$ cat src/rtl/fx3_stream_in_ctrl.sv
// FX3 slave-FIFO stream-in controller.
// Moves upstream words into the FX3 FIFO in buffers of BURST_LEN words.
// A full buffer is auto-committed by FX3. A short buffer is committed
// with a one-cycle pktend_ pulse, either on flush or when enable drops.
// Every commit is followed by GAP_CYC idle cycles so the FX3 flags can settle.
//
// Upstream handshake: a word moves only in a cycle where s_valid and s_ready
// are both high. s_ready is combinational and never depends on s_valid.
// The source must hold s_data stable while s_valid is high and s_ready is low.
module fx3_stream_in_ctrl #(
   parameter int DATA_W    = 32,
   parameter int BURST_LEN = 1024,
   parameter int GAP_CYC   = 4,
   parameter int ZLP_EN    = 0
) (
   input  logic                           clk_100,
   input  logic                           reset_,
   input  logic                           enable,
   input  logic                           flaga_d,
   input  logic                           flagb_d,
   input  logic [DATA_W-1:0]              s_data,
   input  logic                           s_valid,
   output logic                           s_ready,
   input  logic                           flush,
   output logic                           slwr_,
   output logic                           pktend_,
   output logic [DATA_W-1:0]              fifo_data,
   output logic                           busy,
   output logic [$clog2(BURST_LEN+1)-1:0] word_cnt,
   output logic [15:0]                    pkt_count,
   output logic [2:0]                     state_dbg
);

   localparam int CW = $clog2(BURST_LEN + 1);
   localparam int GW = (GAP_CYC > 1) ? $clog2(GAP_CYC) : 1;
   localparam logic [CW-1:0] CNT_FULL = CW'(BURST_LEN);
   localparam logic [GW-1:0] GAP_LAST = GW'(GAP_CYC - 1);

   typedef enum logic [2:0] {
      IDLE       = 3'd0,
      WAIT_FLAGB = 3'd1,
      WRITE      = 3'd2,
      PKTEND     = 3'd3,
      GAP        = 3'd4
   } state_t;

   state_t          state;
   state_t          state_nx;
   logic            accept;
   logic            gap_enter;
   logic [CW-1:0]   cnt_inc;
   logic [GW-1:0]   gap_cnt;

   assign s_ready   = (state == WRITE) && enable && flagb_d && (word_cnt < CNT_FULL);
   assign accept    = s_valid && s_ready;
   // Buffer fill including a word accepted this cycle.
   assign cnt_inc   = word_cnt + CW'(accept);
   assign gap_enter = (state_nx == GAP) && (state != GAP);
   assign busy      = (state != IDLE);
   assign state_dbg = state;

   // State register.
   always_ff @(posedge clk_100 or negedge reset_) begin
      if (!reset_) begin
         state <= IDLE;
      end else begin
         state <= state_nx;
      end
   end

   // Next-state logic; a full buffer wins over enable loss, which wins over flush.
   always_comb begin
      state_nx = state;
      case (state)
         IDLE: begin
            if (enable && flaga_d) state_nx = WAIT_FLAGB;
         end
         WAIT_FLAGB: begin
            if (!enable)      state_nx = (word_cnt != '0) ? PKTEND : IDLE;
            else if (flagb_d) state_nx = WRITE;
         end
         WRITE: begin
            if (accept && (cnt_inc == CNT_FULL))
               state_nx = GAP;
            else if (!enable)
               state_nx = (cnt_inc != '0) ? PKTEND : IDLE;
            else if (flush && ((cnt_inc != '0) || (ZLP_EN != 0)))
               state_nx = PKTEND;
            else if (!flagb_d)
               state_nx = WAIT_FLAGB;
         end
         PKTEND: begin
            state_nx = GAP;
         end
         GAP: begin
            if (gap_cnt == GAP_LAST) state_nx = IDLE;
         end
         default: begin
            state_nx = IDLE;
         end
      endcase
   end

   // FIFO-side strobes and data: one registered write per accepted word,
   // pktend_ in the cycle after PKTEND so it trails any last write.
   always_ff @(posedge clk_100 or negedge reset_) begin
      if (!reset_) begin
         slwr_     <= 1'b1;
         pktend_   <= 1'b1;
         fifo_data <= '0;
      end else begin
         slwr_   <= !accept;
         pktend_ <= (state != PKTEND);
         if (accept) fifo_data <= s_data;
      end
   end

   // Buffer fill count, committed-packet count and gap timer.
   always_ff @(posedge clk_100 or negedge reset_) begin
      if (!reset_) begin
         word_cnt  <= '0;
         pkt_count <= '0;
         gap_cnt   <= '0;
      end else begin
         if (gap_enter)   word_cnt <= '0;
         else if (accept) word_cnt <= cnt_inc;
         if (gap_enter) pkt_count <= pkt_count + 16'd1;
         if (state == GAP) gap_cnt <= gap_cnt + GW'(1);
         else              gap_cnt <= '0;
      end
   end

endmodule

$ cat config.mk
export PLATFORM = sky130hd
export DESIGN_NAME = fx3_stream_in_ctrl
export DESIGN_NICKNAME = d
export VERILOG_FILES = /design/src/rtl/fx3_stream_in_ctrl.sv
export SDC_FILE = /design/constraint.sdc
export NUM_CORES = 1
export LEC_CHECK = 0
export ABC_AREA = 1
export CORE_MARGIN = 2
export CORE_UTILIZATION = 46
export DETAILED_ROUTE_END_ITERATION = 6
export PLACE_DENSITY = 0.8
export SETUP_SLACK_MARGIN = 0.05
export SLEW_MARGIN = 20
export SYNTH_ARGS = -nofsm -noshare
export SYNTH_HDL_FRONTEND = slang
export SYNTH_SLANG_ARGS = --single-unit
$ cat constraint.sdc
create_clock -name clk_100 -period 3.5 [get_ports clk_100]
set_input_delay 0.525 -clock clk_100 [delete_from_list [all_inputs] [get_ports clk_100]]
set_output_delay 0.525 -clock clk_100 [all_outputs]
set_load 0.01 [all_outputs]
==> run summary, run 1 <==
SYNTH
-----------------------------------------------------------------------------------------------
Number of synthesized register bits                                                          66
Post-synth EDFFs                                                                              0
Synth top area cells                                                               dfrtp_1 49%, nand2_1 21%, nand3_1 5.5%
Asr flop ratio synth                                                                       100%
Ranking of synthesized cells by instance count                                     185 x nand2_1, 64 x dfrtp_1, 36 x nand3_1
Most used DFF post-synth                                                                dfrtp_1
Synthesized area per cell                                                             7.82 um^2
Dominant cell by count in the synthesized netlist                                       nand2_1
Area share of the largest cell type after synthesis                                       48.9%
Synthesized net count                                                                       462
Unique cell type count in the Yosys netlist                                                  31
Post-synthesis cell area                                                              3280 um^2
Mapped Cells                                                                                419
Warnings from Yosys                                                                           0
Sequential area share after synthesis                                                     50.5%
Cell type with the largest total area after synthesis                                   dfrtp_1

CTS
-----------------------------------------------------------------------------------------------
Max H-tree Level                                                                              3
Number of buffers created by CTS                                                              9
Clock input transition at the sequential cells of the worst setup and hold paths        0.07 ns
Clock network latency to the later pin of the worst-skew pair                           0.33 ns
Hold-fix buffers, CTS                                                                         0
Clock sink count                                                                             66
Maximum buffer depth of the clock tree                                                        2
Post-CTS setup repair buffer count                                                            0
Gates resized, CTS repair                                                                     0
Clock Root Buffer                                                                      clkbuf_8
CTS tree                                                                                    yes

TIMING
-----------------------------------------------------------------------------------------------
Total of endpoints with negative setup slack in the final report                              0
RSZ-0062 raised after global routing                                                         no
Hold violation count in the final report                                                      0
Share of the clock period used by the worst path after layout                             85.2%
Worst hold margin                                                                      0.350 ns
Post-route minimum period                                                               2.98 ns
Slew of the pin with the lowest slew margin                                            0.826 ns
Sum of negative setup slack                                                                0 ns
Number of max-slew violations in the final report                                             0
Clock Skew                                                                           0.00706 ns
Fmax                                                                                  0.335 GHz
Max-slew headroom                                                                         45.0%

DETAILED ROUTING
-----------------------------------------------------------------------------------------------
Vias after detailed routing                                                                3067
Residual DRC                                                                                  0
Post-Route WL                                                                           8020 um
Starting DRT DRC Count                                                                      143
Final routed wire length divided by cell count                                          12.8 um
Final ANT Viol Nets                                                                           0
DR vias/cell                                                                               4.91
1st-pass router iterations                                                                    6

FLOORPLAN
-----------------------------------------------------------------------------------------------
Number of I/O pins                                                                          105
Die span in y                                                                           88.4 um
Placeable core area                                                                   6830 um^2
Width of the die                                                                        88.4 um
Floorplan die area                                                                    7820 um^2
Initial core utilization                                                                  48.0%
Cell Rows                                                                                    30

SETUP PATH
-----------------------------------------------------------------------------------------------
CP Capture Type                                                                       flip-flop
Most common cell type on the critical path                                              nand2_1
Worst path bufs/invs                                                                          1
CP arrival                                                                              3.21 ns
Largest stage delay, worst path                                                         0.50 ns
Required time of the critical path                                                      3.73 ns
R2R setup slack                                                                         0.76 ns
Critical Setup Path Class                                                          input pin to flip-flop
Max stage delay cell, worst path                                                   clkdlybuf4s50_1
Timing startpoint of the critical path                                                  flagb_d
Cell breakdown of the critical path                                                clkdlybuf4s50_1, nand2_1, nor2_1, nand2_1, nor2_4, ha_1, ha_1, nand3_2, nor2_2, nand2_1, nand2_1, nand3_1, nor2_2, nand3_1, nand2_2, nand2_2, nand2_1, nand2_1
Timing endpoint of the critical path                                               pkt_count[2]
Kind of cell adding the most delay to the critical path                            simple AND/OR/NAND/NOR gates
RR Endpoint                                                                        pkt_count[2]
R2R Path Start                                                                     state_dbg[0]
Category of the worst setup path launch point                                         input pin
Critical path depth in cells                                                                 18
Worst-case reg-to-reg path depth                                                             16
Highest net fanout along the worst path                                                      16

GRT
-----------------------------------------------------------------------------------------------
Number of global-route vias before repair                                                  3041
Overall fraction of global-route tracks in use                                            21.5%
Antenna violations before repair                                                              0
Gr ovfl total                                                                                 0
Wire length of the first global-routing pass                                           13100 um
Largest net degree at the start of global routing                                            67

PLACEMENT
-----------------------------------------------------------------------------------------------
Number of buffers added on ports                                                            104
RD Place Congestion                                                                       0.921
Placed wire-length estimate after detailed placement                                    5530 um

CELLS AND AREA
-----------------------------------------------------------------------------------------------
# fillers                                                                                   552
Area overhead of the layout relative to synthesis                                         41.0%
Fraction of layout instances using a drive strength above 1                               6.81%
Number of nets at the end of the flow                                                       567
Layout Utilization                                                                        67.7%
Antenna Cells                                                                                 0

PWR
-----------------------------------------------------------------------------------------------
Static leakage power                                                                    2.23 nW
Worst ir drop on vdd                                                                   0.473 mV
Pwr Density                                                                         742 nW/um^2

OUTCOME
-----------------------------------------------------------------------------------------------
Outcome                                                                            finished clean

MIN PATH
-----------------------------------------------------------------------------------------------
Worst hold-check path type                                                         input pin to asynchronous set/reset pin

FLOW RUN
-----------------------------------------------------------------------------------------------
Maximum capacitance violations                                                                0

## power by group
part / switching [W] / internal (W) / leakage, nW
registers: 0.000228 / 0.00103 / 0.879
clock network: 0.000287 / 0.000441 / 0.117
logic: 0.000730 / 0.000718 / 1.24
total: 0.00125 / 0.00218 / 2.23
## cell usage in the layout (no fill, tap or decap), drive strengths merged
cell type and count:
clkinv 2, nor4 2, nor3 5, nand3 38, ha 4, clkdlybuf4s50 103, nand3b 1, nand4 2
xor2 9, nand2 187, inv 26, clkbuf 12, a31oi 1, bufinv 2, xnor2 6, mux2i 2
dfstp 2, buf 7, a32oi 1, and2 1, a21oi 12, o21ai 11, o211ai 1, nor2 28
dfrtp 64
## sequential cells by signal, summed over array words and instances, names as in the netlist
| register | flops |
|---|---|
| fifo_data | 32 |
| gap_cnt | 2 |
| pkt_count | 16 |
| pktend_ | 1 |
| slwr_ | 1 |
| state_dbg | 3 |
| word_cnt | 11 |
## worst reg2reg max path: cells and delay by family (launching register included)
kind	cells	cell delay [ns]
simple gates	14	1.75
fa+ha+maj	2	0.46
flops	1	0.44
## how the worst min path moves through the flow
stage / start / end / slack [ns] / cells past startpoint
floorplan: reset_ / fifo_data[0] / 0.23 / 0
global placement: gap_cnt[0] / gap_cnt[0] / 0.42 / 1
detailed placement: gap_cnt[0] / gap_cnt[0] / 0.43 / 1
CTS: reset_ / word_cnt[10] / 0.40 / 2
global route: reset_ / fifo_data[29] / 0.44 / 2
finish: reset_ / pkt_count[2] / 0.35 / 2
## cell type report
cell class                 instances  area (um^2)  share of cell area, %
sequential                        66         1650                   35.8
multi-input combinational        311         1440                   31.2
timing repair buffer             110         1080                   23.4
clock buffer                      12          155                   3.36
tap                               96          120                   2.60
inverter                          26         97.6                   2.11
clock inverter                     4         73.8                   1.60
## metrics by stage
stage / cell area [um^2] / setup slack (ns) / cells / power (W)
detailed placement: 4390 / 0.198 / 609 / 0.00270
global route: 4620 / 0.283 / 625 / 0.00365
finish: 4620 / 0.519 / 625 / 0.00343
global placement: 4390 / 0.319 / 609 / 0.00267
CTS: 4620 / 0.537 / 625 / 0.00344
floorplan: 3280 / 0.656 / 419 / 0.00195
## per-layer routing
layer	part of all wire (%)	vias to the layer above	routed length [um]	GRT usage, %
met5	0	-	0	0
li1	-	1530	-	-
met3	8.5	8	682	6.90
met4	1.3	0	101	9.92
met1	45	1414	3570	26.3
met2	46	115	3670	34.8
## logic make-up after synthesis
logic type	after synthesis	share of synthesized area, %
simple gates	264	33.6
flops	66	50.5
buf+inv	42	5.61
compound gates	26	4.20
xor+xnor	15	4.01
fa+ha+maj	4	1.53
mux	2	0.611
Power figures use the tool's default switching activity.
==> inputs of run 2 (changes only) <==
- CORE_UTILIZATION: 46 -> 50
- PLACE_DENSITY: 0.8 -> 0.86
- SKIP_CTS_REPAIR_TIMING: unset -> 1
- clock period: 3.5 -> 3.76 ns (I/O delays scaled with it)
==> run 2 against run 1 <==
Compared with the run above:
- register-to-register slack got worse by 0.02 ns
- worst setup slack got worse by 0.053 ns
- combinational power fell by 7%
- utilization rose by 4.8 points
- non-clock buffer count did not move
- routed wire length rose by 1.3%
- flip-flop and latch count did not move
- clock skew rose by 0.0053 ns
- die area fell by 7.7%
- clock-buffer cell count did not move
- global-route usage rose by 1.8 points
- critical path depth did not move
==> run summary, run 2 (same netlist as run 1, synthesis figures left out) <==
SETUP PATH
-----------------------------------------------------------------------------------------------
Cell breakdown of the critical path                                                clkdlybuf4s50_1, nand2_1, nor2_1, nand2_1, nor2_4, ha_1, ha_1, nand3_2, nor2_2, nand2_1, nand2_1, nand3_1, nor2_2, nand3_1, nand2_2, nand2_2, nand2_1, nand2_1
Max stage delay cell, worst path                                                   clkdlybuf4s50_1
CP arrival                                                                              3.52 ns
Category of the worst setup path launch point                                         input pin
Highest net fanout along the worst path                                                      16
CP Capture Type                                                                       flip-flop
Critical Setup Path Class                                                          input pin to flip-flop
Required time of the critical path                                                      3.99 ns
Largest stage delay, worst path                                                         0.50 ns
Most common cell type on the critical path                                              nand2_1

CELLS AND AREA
-----------------------------------------------------------------------------------------------
Flip-flop count of the largest register after layout                                         32
Area overhead of the layout relative to synthesis                                         40.3%
Fraction of layout instances using a drive strength above 1                               6.81%
Finished layout cell area                                                             4600 um^2
Largest register by flop count                                                        fifo_data
Number of nets at the end of the flow                                                       567
Antenna Cells                                                                                 0
Commonest non-fill, non-tap cells in the layout                                    185 x nand2_1, 103 x clkdlybuf4s50_1, 64 x dfrtp_1, 36 x nand3_1, 24 x nor2_1
Largest registers                                                                  fifo_data x32, pkt_count x16, word_cnt x11
Commonest non-fill, non-tap cell in the layout                                          nand2_1

TIMING
-----------------------------------------------------------------------------------------------
Sum of negative setup slack                                                                0 ns
Share of the clock period used by the worst path after layout                             87.6%
Max-slew headroom                                                                         67.5%
Slew of the pin with the lowest slew margin                                            0.488 ns
Worst hold margin                                                                      0.150 ns
RSZ-0062 raised after global routing                                                         no
Fmax                                                                                  0.304 GHz
Clock Skew                                                                            0.0123 ns
Total of endpoints with negative setup slack in the final report                              0
Hold violation count in the final report                                                      0
Post-route minimum period                                                               3.29 ns
Number of max-slew violations in the final report                                             0

PLACEMENT
-----------------------------------------------------------------------------------------------
RD Place Congestion                                                                       0.908
Number of buffers added on ports                                                            104
Placed wire-length estimate after detailed placement                                    5660 um
Area after DPL                                                                        4370 um^2

GRT
-----------------------------------------------------------------------------------------------
Number of global-route vias before repair                                                  2938
Gr ovfl total                                                                                 0
Largest net degree at the start of global routing                                            52
Overall fraction of global-route tracks in use                                            23.3%
Wire length of the first global-routing pass                                           13600 um
Antenna violations before repair                                                              0

DETAILED ROUTING
-----------------------------------------------------------------------------------------------
DR vias/cell                                                                               5.16
1st-pass router iterations                                                                    5
Residual DRC                                                                                  0
Final routed wire length divided by cell count                                          13.4 um
Vias after detailed routing                                                                3126
Starting DRT DRC Count                                                                      219
Post-Route WL                                                                           8130 um
Final ANT Viol Nets                                                                           0

FLOORPLAN
-----------------------------------------------------------------------------------------------
Placeable core area                                                                   6350 um^2
Die span in y                                                                           85.0 um
Floorplan die area                                                                    7220 um^2
Number of I/O pins                                                                          105
Initial core utilization                                                                  51.6%
Width of the die                                                                        85.0 um
Cell Rows                                                                                    29

OUTCOME
-----------------------------------------------------------------------------------------------
Outcome                                                                            finished clean

PWR
-----------------------------------------------------------------------------------------------
Worst ir drop on vdd                                                                   0.389 mV
Pwr Density                                                                         695 nW/um^2
Static leakage power                                                                    2.23 nW

CTS
-----------------------------------------------------------------------------------------------
Clock Root Buffer                                                                      clkbuf_8
Clock sink count                                                                             66
Maximum buffer depth of the clock tree                                                        2
Number of buffers created by CTS                                                              9
Clock network latency to the later pin of the worst-skew pair                           0.34 ns
Clock input transition at the sequential cells of the worst setup and hold paths        0.08 ns
Max H-tree Level                                                                              3
CTS tree                                                                                    yes

FLOW RUN
-----------------------------------------------------------------------------------------------
Maximum capacitance violations                                                                0

MIN PATH
-----------------------------------------------------------------------------------------------
Worst hold-check path type                                                         input pin to asynchronous set/reset pin

[run 2: cell counts in the layout (fill, tap and decap cells not counted)]
No cell type changed its count.
[run 2: through the flow]
step	setup WS, ns	total power [W]	std cells	utilization [%]
floorplan	0.877	0.00182	419	-
global placement	0.370	0.00247	590	68.8
detailed placement	0.243	0.00251	590	68.8
CTS	0.506	0.00321	606	72.4
global route	0.205	0.00340	606	72.4
finish	0.466	0.00320	606	72.4
[run 2: critical path: cells and delay by family]
kind | cells | cell delay, ns
buffers and inverters | 1 | 0.50
adder cells (fa/ha/maj) | 2 | 0.47
AND/OR/NAND/NOR | 15 | 1.99
[run 2: layout make-up]
cell class | count | area (um^2)
clock inverter | 4 | 73.8
clock buffer | 12 | 155
fill | 497 | 1750
multi-input combinational | 311 | 1440
timing repair buffer | 110 | 1080
tap | 77 | 96.3
inverter | 26 | 97.6
sequential | 66 | 1650
[run 2: per-layer routing]
layer	wire length [um]	global-route usage (%)
met3	578	6.81
met1	3640	30.8
met2	3810	37.1
met4	93	7.79
met5	0	0
[run 2: worst paths after layout]
check	start	to	slack, ns	cells after the start
max	flagb_d	pkt_count[5]	0.47	18
min	reset_	state_dbg[1]	0.15	1
max reg2reg	state_dbg[0]	pkt_count[5]	0.74	16
min reg2reg	gap_cnt[0]	gap_cnt[0]	0.43	1
max in group asynchronous	reset_	slwr_	2.89	2
min in group clk_100	gap_cnt[0]	gap_cnt[0]	0.43	1
[run 2: report_power, final]
part / total [W] / switching (W) / internal [W]
combinational: 0.00135 / 0.000684 / 0.000662
sequential: 0.00117 / 0.000213 / 0.000954
clock: 0.000684 / 0.000274 / 0.000410
